===== src/rtl/interrupt_controller_n.sv =====
// ---------------------------------------------------------------------------
// interrupt_controller_n
//
// Purpose:
//   Collects NUM_SRC interrupt sources, each edge- or level-sensitive, applies
//   per-source masking and a global enable, and picks the lowest-index
//   eligible source. The chosen source's index and vector address are
//   offered to the hazard control unit over a request / ack / done handshake.
//
// Ports:
//   clock        in   core clock, rising edge
//   nreset       in   asynchronous active-low reset
//   irq_src      in   raw source lines (synchronous to clock)
//   edge_sel     in   per source: 1 = rising-edge sensitive, 0 = level
//   control_reg  in   bit0 = global enable, bits 7:1 unused
//   mask_reg     in   per source: 1 = enabled
//   pend_clr     in   one-cycle software clear of edge pending bits
//   int_ack      in   hazard unit took the vector (one-cycle pulse)
//   int_done     in   ISR return retired (one-cycle pulse)
//   interrupt    out  request to the hazard unit
//   int_vec_addr out  vector address of the latched source
//   int_id       out  index of the latched source
//   pending      out  pending status of every source
//   in_service   out  high from ack until int_done
//   dbg_state    out  current handshake FSM state (debug visibility)
//
// Handshake: interrupt rises when a source is committed and stays high, with
// int_id / int_vec_addr frozen, until a one-cycle int_ack is seen. in_service
// then stays high until a one-cycle int_done. An int_ack that arrives while
// no request is outstanding, or an int_done while nothing is in service, is
// ignored.
// ---------------------------------------------------------------------------
module interrupt_controller_n #(
  parameter int              NUM_SRC    = 8,
  parameter int              ADDR_W     = 14,
  parameter logic [ADDR_W-1:0] VEC_BASE = 14'h0004,
  parameter int              VEC_STRIDE = 4,
  localparam int             ID_W       = $clog2(NUM_SRC)
) (
  input  logic               clock,
  input  logic               nreset,
  input  logic [NUM_SRC-1:0] irq_src,
  input  logic [NUM_SRC-1:0] edge_sel,
  input  logic [7:0]         control_reg,
  input  logic [NUM_SRC-1:0] mask_reg,
  input  logic [NUM_SRC-1:0] pend_clr,
  input  logic               int_ack,
  input  logic               int_done,
  output logic               interrupt,
  output logic [ADDR_W-1:0]  int_vec_addr,
  output logic [ID_W-1:0]    int_id,
  output logic [NUM_SRC-1:0] pending,
  output logic               in_service,
  output logic [1:0]         dbg_state
);

  typedef enum logic [1:0] {
    IDLE    = 2'd0,
    REQ     = 2'd1,
    SERVICE = 2'd2
  } state_t;

  state_t             state;
  logic [NUM_SRC-1:0] prev;
  logic [NUM_SRC-1:0] pend_e;

  logic [NUM_SRC-1:0] rise;
  logic [NUM_SRC-1:0] ack_clr;
  logic [NUM_SRC-1:0] eligible;
  logic               any_eligible;
  logic [ID_W-1:0]    winner;
  logic [ADDR_W-1:0]  winner_vec;
  logic               global_en;
  logic               unused_ctrl;

  assign global_en   = control_reg[0];
  assign unused_ctrl = ^control_reg[7:1];
  assign dbg_state   = state;

  // Rising-edge detect; prev resets to 0 so a source already high at reset
  // release counts as one edge.
  assign rise = irq_src & ~prev;

  // On ack, only the latched source's edge bit is consumed; level sources
  // have nothing latched to clear.
  always_comb begin
    ack_clr = '0;
    if (state == REQ && int_ack && edge_sel[int_id]) begin
      ack_clr[int_id] = 1'b1;
    end
  end

  // Level sources are never latched: they report the live line.
  assign pending      = (pend_e & edge_sel) | (irq_src & ~edge_sel);
  assign eligible     = pending & mask_reg & {NUM_SRC{global_en}};
  assign any_eligible = |eligible;

  // Fixed priority: scanning downward lets the lowest set index win.
  always_comb begin
    winner = '0;
    for (int i = NUM_SRC - 1; i >= 0; i--) begin
      if (eligible[i]) begin
        winner = ID_W'(i);
      end
    end
  end

  // Vector wraps modulo 2^ADDR_W by virtue of the result width.
  assign winner_vec = VEC_BASE + (ADDR_W'(winner) * ADDR_W'(VEC_STRIDE));

  // Edge pending latch: a new edge beats any clear in the same cycle.
  always_ff @(posedge clock or negedge nreset) begin
    if (!nreset) begin
      prev   <= '0;
      pend_e <= '0;
    end else begin
      prev   <= irq_src;
      pend_e <= rise | (pend_e & ~(pend_clr | ack_clr));
    end
  end

  // Handshake FSM with registered outputs.
  always_ff @(posedge clock or negedge nreset) begin
    if (!nreset) begin
      state        <= IDLE;
      interrupt    <= 1'b0;
      int_vec_addr <= '0;
      int_id       <= '0;
      in_service   <= 1'b0;
    end else begin
      case (state)
        IDLE: begin
          if (any_eligible) begin
            int_id       <= winner;
            int_vec_addr <= winner_vec;
            interrupt    <= 1'b1;
            state        <= REQ;
          end
        end
        // Request is committed: id/vector stay frozen whatever happens to
        // masks, enable or the source line until the hazard unit acks.
        REQ: begin
          if (int_ack) begin
            interrupt  <= 1'b0;
            in_service <= 1'b1;
            state      <= SERVICE;
          end
        end
        // No nesting; new edges keep latching into pend_e meanwhile.
        SERVICE: begin
          if (int_done) begin
            in_service <= 1'b0;
            state      <= IDLE;
          end
        end
        default: begin
          state     <= IDLE;
          interrupt <= 1'b0;
          in_service <= 1'b0;
        end
      endcase
    end
  end

endmodule


===== config.mk =====
export PLATFORM = sky130hd
export DESIGN_NAME = interrupt_controller_n
export DESIGN_NICKNAME = d
export VERILOG_FILES = /design/src/rtl/interrupt_controller_n.sv
export SDC_FILE = /design/constraint.sdc
export NUM_CORES = 1
export LEC_CHECK = 0
export ABC_CLOCK_PERIOD_IN_PS = 2700
export CAP_MARGIN = 5
export CORE_MARGIN = 2
export CORE_UTILIZATION = 30
export CTS_CLUSTER_DIAMETER = 60
export DETAILED_ROUTE_END_ITERATION = 7
export PLACE_DENSITY = 0.65
export RECOVER_POWER = 50
export SETUP_SLACK_MARGIN = 0.15
export SYNTH_ARGS = -nofsm -noshare
export SYNTH_HDL_FRONTEND = slang
export SYNTH_SLANG_ARGS = --single-unit

===== constraint.sdc =====
create_clock -name clock -period 2.7 [get_ports clock]
set_clock_uncertainty 0.15 [all_clocks]
set_input_delay 0.675 -clock clock [delete_from_list [all_inputs] [get_ports clock]]
set_output_delay 0.675 -clock clock [all_outputs]
set_load 0.005 [all_outputs]

==> qor.txt <==
Non-filler cells, final: 293
Synth warnings: 0
Design Area, Final: 0.00228 sq mm
Synth top area cells: dfrtp_1 46%, o21ai_0 6.5%, buf_4 5.1%
CTS tree: done
Leak: 1.08 nW
Clock Path Buffers: 2
Max incr delay on CP: 0.44 ns
Initial Util: 30.9%
Clock sinks: 27
Final setup vio count: 0
Post-synth top flop: dfrtp_1
Post-DR vias/cell: 4.45
Minimum clock period: 2.52 ns
Hold Crit Endpoint: pend_e[5]
Final worst-path cycle share: 93.2%
Switching Share: 33.0%
Max Cap Viol: 1
Congestion Overflow GR: 0
Slew Viols, Final: 27
Final-layout fill cell count: 468
I/O Buffers: 55
Global-route wire length before repair: 5910 um
HPWL after DPL: 2950 um
Total Power Consumption: 1.44 mW
Max Freq: 397 MHz
# diodes: 0
Worst hold margin: 0.273 ns
Fraction of layout cells with a size suffix above 1: 18.1%
Final hold vios: 0
Sequential fraction of the synthesis area: 46.3%
Failing checks: capacitance limit, slew limit
Die X: 73.8 um
Most common cell after layout, fill and taps aside: clkdlybuf4s50_1
Final net count: 271
Sw Pwr: 475 uW
Worst setup margin: 0.184 ns
Arrival time worst endpoint: 1.69 ns
Area of the multi-input gates: 703 sq um
Worst hold stages: 1
R2R Setup Slk: 0.69 ns
Post-Route Utilization: 48.2%
Unique masters post-synth: 37
Yosys reg bits: 27
Crit-path slowest cell: clkdlybuf4s50_1
CTS clk-pin slew, worst paths: 0.10 ns
FF/Latch Area: 676 sq um
TritonCTS buffer count: 3
P&R area growth vs syn: 55.9%
GPL Wtd Cong: 0.787
Share of Yosys cell area claimed by the top area cell type: 46.3%
Die area: 0.00544 sq mm
Setup tns final: 0 ns
Rows: 25
Crit Path Max Fanout: 3
Critical Path, Cell by Cell: clkdlybuf4s50_1 > mux2_4 > dlygate4sd2_1
Mapped Cells: 146
CP Launch Type: primary input
Initial antenna violation count: 0
1st-iter DRT viols: 54
WL per Instance: 12.8 um
Largest net degree at the start of global routing: 28
Final ANT Viol Nets: 0
Cell taking the most area after synthesis: dfrtp_1
Worst min path class: flop to flop
Synthesized area: 0.00146 sq mm
Most frequent cells in the layout: 37 x clkdlybuf4s50_1, 27 x dfrtp_1, 23 x buf_4, 19 x o21ai_0
CP Capture Type: primary output
Int Pwr: 966 uW
Slew headroom: -0.234%
I/O Pins: 73
Pwr per Cell Area: 633 mW/mm^2
R2R cell count: 6
Cells after DPL: 287
Post-synth EDFFs: 0
Avg Synthesized Cell Area: 10.0 sq um
R2R Path Start: pend_e[0]
Measured slew at the worst slew-check pin: 1.50 ns
Maximum vdd drop: 0.000211 V
HP Start: prev[5]
Run status: finished with violations
Drt first pass iters: 4
R2R Path End: int_vec_addr[4]
Sequential share of power: 41.7%
Ys async rst share: 100%
Total detailed-routing wirelength: 3750 um
CTS H-Tree Depth: 1
Clock power share: 16.5%
Chip Height: 73.8 um
Dpl ws: -0.188 ns
Root buffer cell: clkbuf_8
Gate power share: 41.8%
Total global routing track utilization: 14.3%
RSZ-0062 raised after global routing: yes
Via count of the first global-routing pass: 1214
Crit Path Class: primary input to primary output
Worst EP required: 1.88 ns
Core Box Area: 0.00472 sq mm
Clk_lat worst skew: 0.27 ns
Placed inst area: 0.00221 sq mm
Via Count: 1305
Post-route DRC: 0
## state kept, by name, summed over array words and instances, names as in the netlist
register	flops
dbg_state	2
in_service	1
int_id	3
int_vec_addr	4
interrupt	1
pend_e	8
prev	8
## how the worst max path moves through the flow
stage | start | to | cells past startpoint
final | irq_src[1] | pending[1] | 3
after global routing | irq_src[3] | pending[3] | 4
after CTS | irq_src[5] | pending[5] | 3
after detailed placement | edge_sel[0] | int_vec_addr[4] | 7
after global placement | edge_sel[0] | int_vec_addr[4] | 7
after floorplan | edge_sel[4] | int_id[0] | 5
## metal layers
metal	vias up	global-route usage [%]	share of wire (%)
li1	655	-	-
met1	602	20.5	49
met2	44	21.8	44
met3	4	2.61	5.8
met4	0	4.85	1.1
met5	-	0	0
## cell families (layout without fill, tap and decap cells)
logic type	Yosys count	after routing	synth area share, %
muxes	10	10	9.85
DFF	27	27	46.3
and+or+nand+nor	38	38	13.4
AOI/OAI and AO/OA	42	42	20.5
buffers and inverters	28	99	9.77
other	1	10	0.257
## worst max-delay path, delay by kind of cell
kind / cells / cell delay (ns)
buffers and inverters: 2 / 0.71
muxes: 1 / 0.30
## power groups by stage
| stage | clock, mW | combinational, mW | sequential, mW |
|---|---|---|---|
| CTS | 0.244 | 0.604 | 0.601 |
| detailed placement | 0 | 0.608 | 0.609 |
| floorplan | 0 | 0.284 | 0.583 |
| global placement | 0 | 0.597 | 0.608 |
| global route | 0.262 | 0.664 | 0.615 |
| finish | 0.238 | 0.602 | 0.601 |
## repair_timing
action                                  in CTS  in global routing
resized for setup                           20                  4
cloned                                       0                  0
buffers inserted                             1                  1
hold buffers                                 0                  0
endpoints found under the setup margin      13                  4
## synth_stat cells (2+ instances only)
cell type,number
o2bb2ai_1,3
mux2_4,2
a211oi_1,2
nand3b_1,2
nand3_1,3
a21o_1,3
a21oi_1,2
a22oi_1,2
dfrtp_1,27
nand2_1,12
and2_1,4
clkbuf_1,2
inv_1,16
o21ai_0,19
mux2i_1,2
mux2_2,4
o311ai_0,2
nor2_1,4
buf_4,10
nand2b_1,2
nor2b_1,7
## final cells by class
| class | instances | share of cell area (%) |
|---|---|---|
| clock buffer | 3 | 1.81 |
| clock inverter | 1 | 0.220 |
| inverter | 16 | 2.64 |
| multi-input combinational | 100 | 30.9 |
| sequential | 27 | 29.7 |
| tap | 67 | 3.68 |
| timing repair buffer | 79 | 31.1 |
No activity file was read; power rests on OpenSTA's default activity.
